### config.mk
export PLATFORM = sky130hd
export DESIGN_NAME = trg_veto_release
export DESIGN_NICKNAME = d
export VERILOG_FILES = /design/src/rtl/trg_veto_release.sv
export SDC_FILE = /design/constraint.sdc
export NUM_CORES = 1
export LEC_CHECK = 0
export CAP_MARGIN = 30
export CORE_ASPECT_RATIO = 0.7
export CORE_MARGIN = 2
export CORE_UTILIZATION = 45
export DETAILED_ROUTE_END_ITERATION = 10
export PLACE_DENSITY_LB_ADDON = 0.2
export SKIP_CTS_REPAIR_TIMING = 1
export SLEW_MARGIN = 20
export SYNTH_ARGS = -nofsm -noshare
export SYNTH_HDL_FRONTEND = slang
export SYNTH_SLANG_ARGS = --single-unit
### constraint.sdc
create_clock -name CLK_42MHZ -period 2.4 [get_ports CLK_42MHZ]
set_input_delay 0.36 -clock CLK_42MHZ [delete_from_list [all_inputs] [get_ports CLK_42MHZ]]
set_output_delay 0.36 -clock CLK_42MHZ [all_outputs]
set_load 0.01 [all_outputs]
### src/rtl/trg_veto_release.sv
// Veto release controller: holds the trigger veto until every masked SCROD has
// finished readout (or a timeout expires), then pulses TRG_VETO_RESET.
module trg_veto_release #(
  parameter int START_WINDOW = 16,
  parameter int SYNC_STAGES  = 2
) (
  input  logic        CLK_42MHZ,
  input  logic        RESET_N,
  input  logic        TRG_NEEDS_VETO,
  input  logic        TRG_FLOW_CTL_EN,
  input  logic [11:0] TRG_MASK,
  input  logic [11:0] SCROD_BUSY,
  input  logic [15:0] TIMEOUT_CYCLES,
  output logic        TRG_VETO_RESET,
  output logic        VETO_ACTIVE,
  output logic [15:0] TIMEOUT_COUNT,
  output logic [11:0] TIMEOUT_SCRODS,
  output logic [31:0] DEADTIME_CYCLES
);

  typedef enum logic [2:0] {
    IDLE       = 3'd0,
    WAIT_START = 3'd1,
    WAIT_DONE  = 3'd2,
    RELEASE    = 3'd3,
    HOLD       = 3'd4
  } state_t;

  localparam logic [7:0] WIN_LAST = 8'(START_WINDOW - 1);

  state_t      state;
  logic [11:0] busy_sync [SYNC_STAGES];
  logic [11:0] busy_s;
  logic [11:0] mask_l;
  logic [7:0]  win_cnt;
  logic [15:0] to_cnt;
  logic        all_done;
  logic        timed_out;

  function automatic logic [15:0] sat_inc16(input logic [15:0] v);
    return (v == 16'hFFFF) ? v : v + 16'd1;
  endfunction

  function automatic logic [31:0] sat_inc32(input logic [31:0] v);
    return (v == 32'hFFFF_FFFF) ? v : v + 32'd1;
  endfunction

  // SCROD_BUSY synchronizer chain (asynchronous source)
  always_ff @(posedge CLK_42MHZ or negedge RESET_N) begin
    if (!RESET_N) begin
      for (int i = 0; i < SYNC_STAGES; i++) busy_sync[i] <= '0;
    end else begin
      busy_sync[0] <= SCROD_BUSY;
      for (int i = 1; i < SYNC_STAGES; i++) busy_sync[i] <= busy_sync[i-1];
    end
  end

  assign busy_s      = busy_sync[SYNC_STAGES-1];
  assign all_done    = ((busy_s & mask_l) == 12'd0);
  assign timed_out   = (TIMEOUT_CYCLES != 16'd0) && (to_cnt >= TIMEOUT_CYCLES);
  assign VETO_ACTIVE = (state != IDLE);

  // Release FSM with diagnostics counters
  always_ff @(posedge CLK_42MHZ or negedge RESET_N) begin
    if (!RESET_N) begin
      state           <= IDLE;
      mask_l          <= '0;
      win_cnt         <= '0;
      to_cnt          <= '0;
      TRG_VETO_RESET  <= 1'b0;
      TIMEOUT_COUNT   <= '0;
      TIMEOUT_SCRODS  <= '0;
      DEADTIME_CYCLES <= '0;
    end else begin
      TRG_VETO_RESET <= 1'b0;
      if (state != IDLE) DEADTIME_CYCLES <= sat_inc32(DEADTIME_CYCLES);
      if (state == WAIT_START || state == WAIT_DONE) to_cnt <= sat_inc16(to_cnt);

      // Generator self-clears when flow control is withdrawn, so just drop out.
      if (state != IDLE && !TRG_FLOW_CTL_EN) begin
        state <= IDLE;
      end else begin
        case (state)
          IDLE: begin
            if (TRG_NEEDS_VETO && TRG_FLOW_CTL_EN) begin
              mask_l  <= TRG_MASK;
              win_cnt <= '0;
              to_cnt  <= '0;
              state   <= WAIT_START;
            end
          end
          WAIT_START: begin
            if (!TRG_NEEDS_VETO) state <= IDLE;
            else if (win_cnt == WIN_LAST) state <= WAIT_DONE;
            else win_cnt <= win_cnt + 8'd1;
          end
          WAIT_DONE: begin
            if (!TRG_NEEDS_VETO) begin
              state <= IDLE;
            end else if (all_done) begin
              state          <= RELEASE;
              TRG_VETO_RESET <= 1'b1;
            end else if (timed_out) begin
              TIMEOUT_SCRODS <= busy_s & mask_l;
              TIMEOUT_COUNT  <= sat_inc16(TIMEOUT_COUNT);
              state          <= RELEASE;
              TRG_VETO_RESET <= 1'b1;
            end
          end
          RELEASE: state <= HOLD;
          HOLD: begin
            if (!TRG_NEEDS_VETO) state <= IDLE;
          end
          default: state <= IDLE;
        endcase
      end
    end
  end

endmodule

# Word-level counts from Yosys, hierarchy flattened
# Index checks and enable logic that the tools add are counted.
# classes
add_sub_neg	4
n_lt_le_gt_ge	1
eq_ne	15
mux	23
n_bitwise	5
reduce_logical	16
# ops
op	n
16-bit 2-to-1 mux	5
16-bit by 1-bit adder with 16-bit output (second input constant)	2
32-bit by 1-bit adder with 32-bit output (second input constant)	1
16-bit equality test (second input constant)	2
32-bit equality test (second input constant)	1
3-bit 2-to-1 mux	8
8-bit 2-to-1 mux	3
16-bit greater-or-equal comparator	1
8-bit one-hot mux with 2 select lines	1
16-bit nonzero test	1
3-bit one-hot mux with 5 select lines	1
12-bit AND	1
12-bit zero test	1
5-bit AND reduction	2
8-bit by 1-bit adder with 8-bit output (second input constant)	1
8-bit by 4-bit equality test with 1-bit output (second input constant)	1
3-bit by 2-bit equality test with 1-bit output (second input constant)	2
2-bit != test (second input constant)	3
3-bit != test (second input constant)	2
6-bit AND reduction	1
1-bit 2-to-1 mux	5
5-bit by 4-bit != test with 1-bit output (second input constant)	1
4-bit by 2-bit != test with 1-bit output (second input constant)	1
1-bit NOT	4
other kinds (11)	13
# word_totals
register_bits	124
in_bits	44
out_inout_bits	62

# Logic depth before layout (Yosys ltp)
# logic_depth
ltp_word	7
ltp_mapped	9

# Least setup slack after synthesis
# No wires, ideal clock.
# synth_timing
path_kind	reg-to-reg
start	register to_cnt[13]
end	register TIMEOUT_COUNT[7]
arrival_time_ns	2.310
required_time_ns	2.272
slack_ns	-0.038
path_stages_with_launch	9
cell_sequence	dfrtp_1 ha_1 nand4_1 nor2_1 or4b_2 nand3_1 clkbuf_1 nand4_1 xnor2_1
# synth_between
elab_chain_len	3
# synth_lines
item	line	rtl
start, declared	36	logic [15:0] to_cnt;
start signal, assigned	77	if (state == WAIT_START || state == WAIT_DONE) to_cnt <= sat_inc16(to_cnt);
16-bit greater-or-equal comparator	60	assign timed_out = (TIMEOUT_CYCLES != 16'd0) && (to_cnt >= TIMEOUT_CYCLES);
1-bit logical AND	60	
6-bit AND reduction (no source line)	-	
end signal, assigned	105	TIMEOUT_COUNT <= sat_inc16(TIMEOUT_COUNT);
end, declared	16	output logic [15:0] TIMEOUT_COUNT,
# No other way between the ends.
# A chain may end at the register's enable or synchronous reset.

# Final worst setup path
# layout_timing
start	input TIMEOUT_CYCLES[14]
end	register TIMEOUT_SCRODS[11]
# layout_between
elab_chain_len	3
# layout_lines
item	line	rtl
start, declared	13	input logic [15:0] TIMEOUT_CYCLES,
16-bit greater-or-equal comparator / 16-bit nonzero test (equally long branches)	60	
1-bit logical AND (*)	60	
5-bit AND reduction (no source line) (*)	-	
end signal, assigned	104	TIMEOUT_SCRODS <= busy_s & mask_l;
end, declared	17	output logic [11:0] TIMEOUT_SCRODS,
# Every way passes the cells marked *; elsewhere a longest branch is shown, timed or not.

==> flow_metrics.env <==
export IMPL_synth_top_area_share_pct=53.3
export IMPL_synth_largest_area_cell="dfrtp_1"
export IMPL_yosysSeqAreaShare_pct=53.3
export IMPL_start_kind="input pin"
export IMPL_drive_above_1_share_pct=15.9
export IMPL_fin_crit_sh_pct=94.9
export IMPL_n_antenna_cell=0
export IMPL_synth_area_mm2=0.00582
export IMPL_fp_dieH_um=99.2
export IMPL_fin_skew_ns=0.0144
export IMPL_htree_levels=4
export IMPL_insertion_delay_ns=0.41
export IMPL_num_io_pins=106
export IMPL_worst_r2r_path_depth=6
export IMPL_drtPass1Iterations=6
export IMPL_area_growth_pct=37.2
export IMPL_fmax_mhz=439
export IMPL_yosys_register_bits=124
export IMPL_whs_endpoint="busy_s[11]"
export IMPL_crit_required_ns=2.72
export IMPL_yosysUniqueCellTypes=45
export IMPL_ys_flop_type="dfrtp_1"
export IMPL_min_period_ns=2.28
export IMPL_clk_pin_slew_ns=0.06
export IMPL_num_vias=4500
export IMPL_fin_total_pwr_mw=5.36
export IMPL_hold_depth=0
export IMPL_drcViolationCount=0
export IMPL_timing_rr_end="DEADTIME_CYCLES[27]"
export IMPL_routed_wl_um=13700
export IMPL_cts_sinks=124
export IMPL_die_area_mm2=0.0139
export IMPL_cts_tree="built"
export IMPL_dp_cells=839
export IMPL_wl_per_cell_um=15.7
export IMPL_syn_avg_cell_area_um2=10.8
export IMPL_rr_startpoint="DEADTIME_CYCLES[17]"
export IMPL_antenna_found_initial=0
export IMPL_synth_nets=605
export IMPL_irDropWorstVdd_mv=0.521
export IMPL_setup_viol=0
export IMPL_drt_initial_drc_count=247
export IMPL_cts_root_buf="clkbuf_16"
export IMPL_postSynth_asyncResetShare_pct=100
export IMPL_synth_most_common_cell="dfrtp_1"
export IMPL_synthTopCellsByCount="dfrtp_1 (124), nand2_1 (46), nor2_1 (46)"
export IMPL_p_per_area_mw_per_mm2=670
export IMPL_drv_cap=0
export IMPL_r2r_slack_ns=0.15
export IMPL_worstMarginPinSlew_ns=0.615
export IMPL_fin_nets=761
export IMPL_rsz0062_at_grt="false"
export IMPL_leakage_nw=3.77
export IMPL_setup_worst_path_end_class="flop"
export IMPL_row_count=34
export IMPL_synth_area_leaders="dfrtp_1 (53%), xor2_1 (5.1%), xnor2_1 (4.4%)"
export IMPL_status="completed"
export IMPL_grt_pass1_wl_um=22700
export IMPL_hpwlAfterDp_um=10100
export IMPL_drtAntennaViolNets=0
export IMPL_die_w_um=140
export IMPL_hold_path_class="flop to flop"
export IMPL_via_per_inst=5.16
export IMPL_port_buffers=105
export IMPL_cts_buffer_depth=2
export IMPL_critical_path_class="input pin to flop"
export IMPL_core_mm2=0.0125
export IMPL_synth_edf_count=0
export IMPL_fillers=1004
export IMPL_globalplace_congestion=0.798
export IMPL_cp_max_fo=12
export IMPL_cts_buffers=17
export IMPL_max_slew_margin_rel_pct=58.4
export IMPL_grt_use_total_pct=20.5
export IMPL_drv_slew=0
export IMPL_critical_path_arrival_ns=2.59
export IMPL_grt_max_degree=50
export IMPL_ys_warn_count=0
export IMPL_initial_core_util_pct=46.6
export IMPL_hold_start="busy_sync[23]"
export IMPL_grt_pass1_vias=4607
export IMPL_stdcell_count=872
export IMPL_hold_violations=0
export IMPL_postSynthCellCount=541
export IMPL_overflow=0
## placed cells by master (no fill, tap or decap), types with 10 or more instances in the layout
cell,Yosys,layout
dfrtp_1,124,124
clkdlybuf4s50_1,0,104
nand2_1,46,46
nor2_1,46,44
buf_4,0,41
inv_1,40,40
xor2_1,34,34
nand4_1,31,31
xnor2_1,29,29
nand3_1,25,23
ha_1,20,20
nor3_1,18,17
clkbuf_16,0,17
mux2i_1,15,15
mux2_2,14,14
and3_1,13,13
and4_1,10,10
## metal layers
| layer | up-vias | share of wire [%] | global-route usage [%] |
|---|---|---|---|
| met3 | 8 | 4.7 | 5.15 |
| met1 | 2204 | 48 | 29.3 |
| li1 | 2190 | - | - |
| met4 | 0 | 0.54 | 5.85 |
| met5 | - | 0 | 0 |
| met2 | 98 | 47 | 31.6 |
## registers in the layout, summed over array words and instances (netlist names)
signal           count
win_cnt              8
mask_l              12
TIMEOUT_COUNT       16
busy_s              12
busy_sync           12
TRG_VETO_RESET       1
state                3
TIMEOUT_SCRODS      12
to_cnt              16
DEADTIME_CYCLES     32
## how the worst max path moves through the flow
stage	to	slack [ns]	depth (start not counted)	start
after floorplan	TIMEOUT_SCRODS[10]	0.05	8	to_cnt[13]
after global placement	TIMEOUT_SCRODS[11]	-0.41	9	TIMEOUT_CYCLES[0]
after detailed placement	TIMEOUT_SCRODS[3]	-0.52	9	TIMEOUT_CYCLES[0]
after CTS	TIMEOUT_SCRODS[11]	-0.13	9	TIMEOUT_CYCLES[0]
after global routing	DEADTIME_CYCLES[29]	0.01	6	DEADTIME_CYCLES[17]
final	TIMEOUT_SCRODS[11]	0.12	10	TIMEOUT_CYCLES[14]
## worst max-delay path, stage by stage
cell and delay [ns]:
clkdlybuf4s50_1 0.49, inv_1 0.06, ha_1 0.29, nand4_1 0.15, nor2_2 0.14, or4b_4 0.49
nand3_4 0.14, nand3_2 0.12, buf_12 0.18, mux2i_1 0.17
## layout make-up
| cell class | instances | area (µm²) | area share [%] |
|---|---|---|---|
| Clock buffer | 19 | 433 | 5.42 |
| Clock inverter | 13 | 111 | 1.39 |
| Inverter | 40 | 150 | 1.88 |
| Multi-Input combinational cell | 364 | 2560 | 32.0 |
| Sequential cell | 124 | 3100 | 38.8 |
| Tap cell | 162 | 203 | 2.54 |
| Timing Repair Buffer | 150 | 1430 | 17.9 |
## where the power goes
group	total [mW]	leakage, nW	switching [mW]	internal, mW
clock network	2.34	0.265	0.991	1.35
registers	2.34	1.57	0.108	2.23
logic	0.684	1.93	0.319	0.364
## through the flow
| stage | TNS (ns) | worst slack (ns) | utilization, % | instance area, µm² | hold WS (ns) |
|---|---|---|---|---|---|
| finish | 0 | 0.122 | 63.9 | 7990 | 0.345 |
| global route | 0 | 0.0147 | 63.9 | 7990 | 0.358 |
| CTS | -1.28 | -0.126 | 63.4 | 7930 | -0.0928 |
| detailed placement | -13.53 | -0.518 | 59.1 | 7390 | 0.335 |
| global placement | -10.87 | -0.413 | 59.1 | 7390 | 0.333 |
| floorplan | 0 | 0.0454 | - | 5830 | 0.0644 |
## kinds of logic after synthesis
logic type	count (synthesis)	share of synthesized area, %
AOI/OAI and AO/OA	26	2.73
xor gates and xnor gates	63	9.48
adders and majority gates	20	4.30
buffers and inverters	53	3.65
DFF	124	53.3
muxes	29	5.29
and+or+nand+nor	226	21.3
No activity file was read; power rests on OpenSTA's default activity.
